File: config.mk
export PLATFORM = sky130hd
export DESIGN_NAME = user_keys_ctrl
export DESIGN_NICKNAME = d
export VERILOG_FILES = /design/src/rtl/user_keys_ctrl.sv
export SDC_FILE = /design/constraint.sdc
export NUM_CORES = 1
export LEC_CHECK = 0
export CORE_ASPECT_RATIO = 0.8
export CORE_MARGIN = 3
export CORE_UTILIZATION = 50
export DETAILED_ROUTE_END_ITERATION = 8
export PLACE_DENSITY_LB_ADDON = 0.3
export SYNTH_ARGS = -nofsm -noshare
export SYNTH_HDL_FRONTEND = slang
export SYNTH_SLANG_ARGS = --single-unit
File: constraint.sdc
create_clock -name clk -period 5 [get_ports clk]
set_input_delay 0.5 -clock clk [delete_from_list [all_inputs] [get_ports clk]]
set_output_delay 0.5 -clock clk [all_outputs]
set_load 0.005 [all_outputs]
File: src/rtl/user_keys_ctrl.sv
`default_nettype none
// +----------------------------------------------------------------------------+
// | user_keys_ctrl: synchronise/debounce 8 active-low keys, W1C press pending, |
// | maskable level irq. Option USER_KEYS_RELEASE_IRQ_EN adds release events.  |
// | Revision 1.0                                                               |
// +----------------------------------------------------------------------------+
module user_keys_ctrl #(
  parameter int DEB_CYCLES = 20000
) (
  input  logic        clk,
  input  logic        reset_n,
  input  logic [1:0]  Addr,
  input  logic        WE,
  input  logic [31:0] Din,
  output logic [31:0] Dout,
  input  logic [7:0]  user_key,
  output logic        irq
);

`ifdef USER_KEYS_RELEASE_IRQ_EN
  localparam int PW = 16;
`else
  localparam int PW = 8;
`endif
  localparam logic [15:0] CNT_LAST = 16'(DEB_CYCLES - 1);

  localparam logic [1:0] ADDR_PENDING = 2'd1;
  localparam logic [1:0] ADDR_MASK    = 2'd2;
  localparam logic [1:0] ADDR_CTRL    = 2'd3;

  logic [7:0]    sync1;
  logic [7:0]    sync2;
  logic [7:0]    stable;
  logic [7:0]    stable_d;
  logic [PW-1:0] pending;
  logic [PW-1:0] mask;
  logic [PW-1:0] events;
  logic [PW-1:0] clr;
  logic          en;
  logic          unused_din;

  assign unused_din = ^Din[31:PW];

  // Each key matures independently; candidate is the pressed (inverted) level.
  for (genvar i = 0; i < 8; i++) begin : g_deb
    logic [15:0] cnt;
    logic        st;

    always_ff @(posedge clk or negedge reset_n) begin
      if (!reset_n) begin
        cnt <= 16'd0;
        st  <= 1'b0;
      end else if (~sync2[i] == st) begin
        cnt <= 16'd0;
      end else if (cnt == CNT_LAST) begin
        st  <= ~sync2[i];
        cnt <= 16'd0;
      end else begin
        cnt <= cnt + 16'd1;
      end
    end

    assign stable[i] = st;
  end

`ifdef USER_KEYS_RELEASE_IRQ_EN
  assign events = {~stable & stable_d, stable & ~stable_d};
`else
  assign events = stable & ~stable_d;
`endif

  assign clr = (WE && (Addr == ADDR_PENDING)) ? Din[PW-1:0] : '0;

  always_ff @(posedge clk or negedge reset_n) begin
    if (!reset_n) begin
      sync1    <= 8'hFF;
      sync2    <= 8'hFF;
      stable_d <= 8'h00;
      pending  <= '0;
      mask     <= '0;
      en       <= 1'b1;
      irq      <= 1'b0;
    end else begin
      sync1    <= user_key;
      sync2    <= sync1;
      stable_d <= stable;
      // A new event outranks a simultaneous clear of the same bit.
      pending  <= (pending & ~clr) | (en ? events : '0);
      irq      <= |(pending & mask);
      if (WE && (Addr == ADDR_MASK)) begin
        mask <= Din[PW-1:0];
      end
      if (WE && (Addr == ADDR_CTRL)) begin
        en <= Din[0];
      end
    end
  end

  always_comb begin
    Dout = 32'd0;
    case (Addr)
      2'd0:    Dout = {24'd0, stable};
      2'd1:    Dout = 32'(pending);
      2'd2:    Dout = 32'(mask);
      default: Dout = {31'd0, en};
    endcase
  end

endmodule
`default_nettype wire
# Word level (Yosys, flattened, before mapping)
# Index checks and enable logic that the tools add are counted.
# Widths: inputs -> output; s select.
op_classes:
  muxes: 19
  multipliers: 0
  shift: 0
  eq_ne: 19
  bitwise: 22
  addsub: 8
  n_reduce_logical: 13
  n_lt_le_gt_ge: 0
  n_div: 0
op_table:
  columns: ["op", "n"]
  rows:
  - ["$mux 16", 16]
  - ["$add 16x1->16 const B", 8]
  - ["$eq 16x15->1 const B", 8]
  - ["$and 8x8->8", 3]
  - ["$pmux 8 s3", 1]
  - ["$mux 8", 2]
  - ["$not 1->1", 16]
  - ["$not 8->8", 2]
  - ["$reduce_and 2->1", 8]
  - ["$eq 1x1->1", 8]
  - ["$or 8x8->8", 1]
  - ["$reduce_or 8->1", 1]
  - ["$eq 2x2->1 const B", 2]
  - ["$logic_and 1x1->1", 3]
  - ["$eq 2x1->1 const B", 1]
  - ["$logic_not 2->1", 1]
word_totals:
  ff_bits: 178
  elab_cells: 104
  in_bits: 45
  latch_bits: 0
  output_inout_bits: 33
  ram_bits: 0
  romBits: 0
  mem_count: 0

# Depth between registers and ports, before layout
depth:
  depth_word: 6
  depth_mapped: 7
  depth_no_buf: 5

# Worst setup path before layout
# No wires, ideal clock.
synth_path:
  kind: "input port to output port"
  startpoint: "input Addr[0]"
  endpoint: "output Dout[0]"
  stages: 2
  n_path_buf: 1
  arrival_ps: 1472
  path_slack_ps: 3028
  t_required_ps: 4500
  cell_sequence: "clkbuf_1 > mux4_2"
synth_between:
  elab_chain_len: 2
  word_cells_on_any_way: 4
  cone_classes: "2 x eq/ne; 1 x mux; 1 x reduce/logical"
synth_lines:
  columns: ["item", "line_no", "rtl"]
  rows:
  - ["start, declared", "12", "input logic [1:0] Addr,"]
  - ["$eq 2x2->1 (tied with other cells)", "101", "case (Addr)"]
  - ["$pmux 8 s3 *", "101", null]
  - ["end, declared", "15", "output logic [31:0] Dout,"]
# Every way passes the cells marked *; elsewhere a longest branch is shown, timed or not.

# Worst setup path after layout
layout_path:
  startpoint: "input Addr[0]"
  endpoint: "output Dout[5]"
# The elaborated chain is that of the path after synthesis.

==> flow_metrics.env <==
export IMPL_post_route_drc_count=0
export IMPL_sequentialPowerShare=0.508
export IMPL_finalCritPeriodShare=0.637
export IMPL_dr_pass1_iters=4
export IMPL_synth_seq_cells=178
export IMPL_flow_area_growth_from_synthesis_pct=11.6
export IMPL_drt_iter0_markers=318
export IMPL_number_of_buffers_and_inverters_on_the_critical_path=2
export IMPL_max_freq_mhz=314
export IMPL_synth_most_common_cell="sky130_fd_sc_hd__dfrtp_1"
export IMPL_worst_slew_pin_slew_ns=0.717
export IMPL_yosys_area_top_type_share=0.478
export IMPL_place_gp_congestion=0.818
export IMPL_ctsRootBufferMaster="sky130_fd_sc_hd__clkbuf_16"
export IMPL_cpMaxStageDelayCell="sky130_fd_sc_hd__clkdlybuf4s50_1"
export IMPL_cts_buffers_inserted=17
export IMPL_placement_io_buffers=29
export IMPL_cellInternalPower_mw=2.33
export IMPL_max_cap_viol_count=0
export IMPL_reg2reg_depth=5
export IMPL_ios=78
export IMPL_routed_via_density=5.37
export IMPL_cts_buffer_depth=2
export IMPL_number_of_nets_in_the_layout=909
export IMPL_overflow=0
export IMPL_first_global_vias=5462
export IMPL_postSynthCellCount=830
export IMPL_leakage_nw=3.86
export IMPL_sequential_cell_area_um2=4480
export IMPL_die_area_um2=18400
export IMPL_pwr_cell_area_nw_per_um2=321
export IMPL_comb_power_share=0.052
export IMPL_tmin_final_ns=3.19
export IMPL_fin_tns_setup_ns=0
export IMPL_dp_hpwl_um=10400
export IMPL_cts_resized_gates=0
export IMPL_netlist_top_cells_area="sky130_fd_sc_hd__dfrtp_1 (48%), sky130_fd_sc_hd__xnor2_1 (6.4%), sky130_fd_sc_hd__nor2_1 (6.4%), sky130_fd_sc_hd__dfstp_2 (5.3%), sky130_fd_sc_hd__xor2_1 (5.2%)"
export IMPL_placementRows=41
export IMPL_detailed_route_via_count=5816
export IMPL_setup_viol=0
export IMPL_synth_area_leader_cell="sky130_fd_sc_hd__dfrtp_1"
export IMPL_fin_hold_ws_ns=0.115
export IMPL_post_synth_instance_area_um2=8420
export IMPL_critical_path_cell_chain="clkdlybuf4s50_1 > nor2b_1 > nand2_1 > o21ai_0 > clkdlybuf4s50_1"
export IMPL_path_clk_slew_ns=0.06
export IMPL_pin_count_of_the_biggest_net_entering_global_routing=83
export IMPL_layout_drive_gt1_share=0.0783
export IMPL_timing_max_slew_rel_slack=0.522
export IMPL_cts_setup_buffers=0
export IMPL_synth_yosys_seq_area_share=0.531
export IMPL_grt_setup_unrepaired="no"
export IMPL_ys_warnings=0
export IMPL_final_hold_viol_count=0
export IMPL_synth_distinct_cells=44
export IMPL_ys_dominant_reg_cell="sky130_fd_sc_hd__dfrtp_1"
export IMPL_initial_utilization=0.523
export IMPL_run_status="finished clean"
export IMPL_final_core_util=0.584
export IMPL_async_reset_ff_frac=1.00
export IMPL_critical_path_peak_fanout=12
export IMPL_worst_setup_path_start_kind="input pin"
export IMPL_synthesized_area_per_cell_um2=10.1
export IMPL_grt_total_usage=0.182
export IMPL_clockPowerShare=0.440
export IMPL_clock_latency_ns=0.43
export IMPL_cts_hold_buffers_added=0
export IMPL_cp_data_arrival_time_ns=2.69
export IMPL_path_class="input pin to output port"
export IMPL_finalWirelength_um=15500
export IMPL_peakVddDrop_mv=0.227
export IMPL_slew_viol_final=0
export IMPL_clock_tree_htree_level_count=4
export IMPL_cp_data_required_time_ns=4.50
export IMPL_global_route_wire_length_before_repair_um=26800
export IMPL_fin_skew_ns=0.0114
export IMPL_power_switching_mw=0.681
export IMPL_cp_slowest_stage_delay_ns=0.74
export IMPL_worstHoldPathType="input pin to asynchronous set/reset pin"
export IMPL_regToRegStartpoint="g_deb[2].cnt[0]$_DFF_PN0_"
export IMPL_multi_input_area_um2=3690
export IMPL_wl_per_cell_um=14.3
export IMPL_layout_filler_cells=1396
export IMPL_crit_family="buffers and inverters"
export IMPL_edff_count_synth=0
export IMPL_core_area_um2=16100
export IMPL_fp_dieH_um=122
export IMPL_worst_r2r_setup_slack_ns=3.07
export IMPL_die_width_um=151
export IMPL_cts_sink_count=178
export IMPL_ys_top_cells_by_count="sky130_fd_sc_hd__dfrtp_1 (161), sky130_fd_sc_hd__nor2_1 (144), sky130_fd_sc_hd__nand2_1 (72)"
export IMPL_r2r_end="g_deb[2].cnt[3]$_DFF_PN0_"
export IMPL_switch_share=0.226
export IMPL_route_antenna_remaining_nets=0
export IMPL_critPathMostFrequentCell="sky130_fd_sc_hd__clkdlybuf4s50_1"
export IMPL_cp_end_kind="output port"
export IMPL_cts_tree="done"
export IMPL_insertedDiodeCount=0
export IMPL_antenna_found_initial=1
[metrics by stage]
stage          instances  area [µm²]  power (mW)  worst slack [ns]
2_1_floorplan        853        8510        1.64              3.03
3_3_place_gp        1052        8810        1.71              1.85
3_5_place_dp        1052        8810        1.72              1.84
4_1_cts             1084        9400        3.06              1.78
5_1_grt             1084        9400        3.14              1.68
6_report            1084        9400        3.02              1.81
[worst reg2reg max path, cell delays in order, from the launching register on]
cell,delay [ns]
sky130_fd_sc_hd__dfrtp_1,0.41
sky130_fd_sc_hd__ha_1,0.23
sky130_fd_sc_hd__nand4_1,0.26
sky130_fd_sc_hd__or4_4,0.64
sky130_fd_sc_hd__nand2b_4,0.19
sky130_fd_sc_hd__nor2_1,0.07
[cells by family (layout without fill, tap and decap cells)]
kind of cell,count (synthesis),after routing,synth area share
AND/OR/NAND/NOR,407,407,0.242
flip-flops,178,178,0.531
AO/OA/AOI/OAI,39,39,0.0296
buffers and inverters,65,81,0.0410
multiplexers,20,20,0.0269
XOR/XNOR,112,112,0.116
other,1,24,0.000445
adder cells (fa/ha/maj),8,8,0.0119
[power by group through the flow]
| stage | clock (mW) | sequential, mW | combinational (mW) |
|---|---|---|---|
| after floorplan | 0 | 1.54 | 0.0985 |
| after global placement | 0 | 1.56 | 0.157 |
| after detailed placement | 0 | 1.56 | 0.160 |
| after CTS | 1.37 | 1.53 | 0.161 |
| after global routing | 1.43 | 1.54 | 0.179 |
| final | 1.33 | 1.53 | 0.156 |
[metal layers]
metal | wire [µm] | part of all wire | GRT usage | up-vias
met5 | 13 | 0.00084 | 0 | -
met4 | 140 | 0.0090 | 0.0487 | 2
met3 | 592 | 0.038 | 0.0539 | 12
met2 | 7070 | 0.46 | 0.268 | 80
met1 | 7720 | 0.50 | 0.263 | 2847
li1 | - | - | - | 2875
[cell usage in the layout, fill, tap and decap left out, drive strengths merged, types with 2 or more instances in the layout]
cell,count
dfrtp,161
nor2,144
nand2,72
xnor2,62
xor2,50
nand3,47
nand4,45
nor4,28
clkdlybuf4s50,28
conb,24
clkbuf,21
inv,20
dfstp,17
o21ai,16
and4,12
nor3,11
mux2,11
mux2i,8
ha,8
or4,8
nor4b,7
and3,7
o2bb2ai,7
nand2b,7
nor3b,6
a21oi,6
clkinv,6
o31ai,5
or3,4
nor4bb,4
a22oi,4
buf,3
bufinv,2
[final cells by class]
type	instances	share of cell area
tap	215	0.0286
clock buffer	21	0.0500
clock inverter	11	0.0134
multi-input combinational	610	0.392
inverter	18	0.00719
sequential	178	0.476
timing repair buffer	31	0.0326
[registers in the layout, summed over array words and instances, names as in the netlist]
register,flops
sync2,8
en,1
g_deb.cnt,128
irq,1
g_deb.st,8
pending,8
stable_d,8
mask,8
sync1,8
[worst max-delay path by stage]
stage,end,start,depth (start not counted)
3_5_place_dp,Dout[7],Addr[0],5
2_1_floorplan,Dout[0],Addr[0],2
3_3_place_gp,Dout[7],Addr[0],5
5_1_grt,Dout[5],Addr[0],5
6_report,Dout[5],Addr[0],5
4_1_cts,Dout[5],Addr[0],5
No activity file was read; power rests on OpenSTA's default activity.
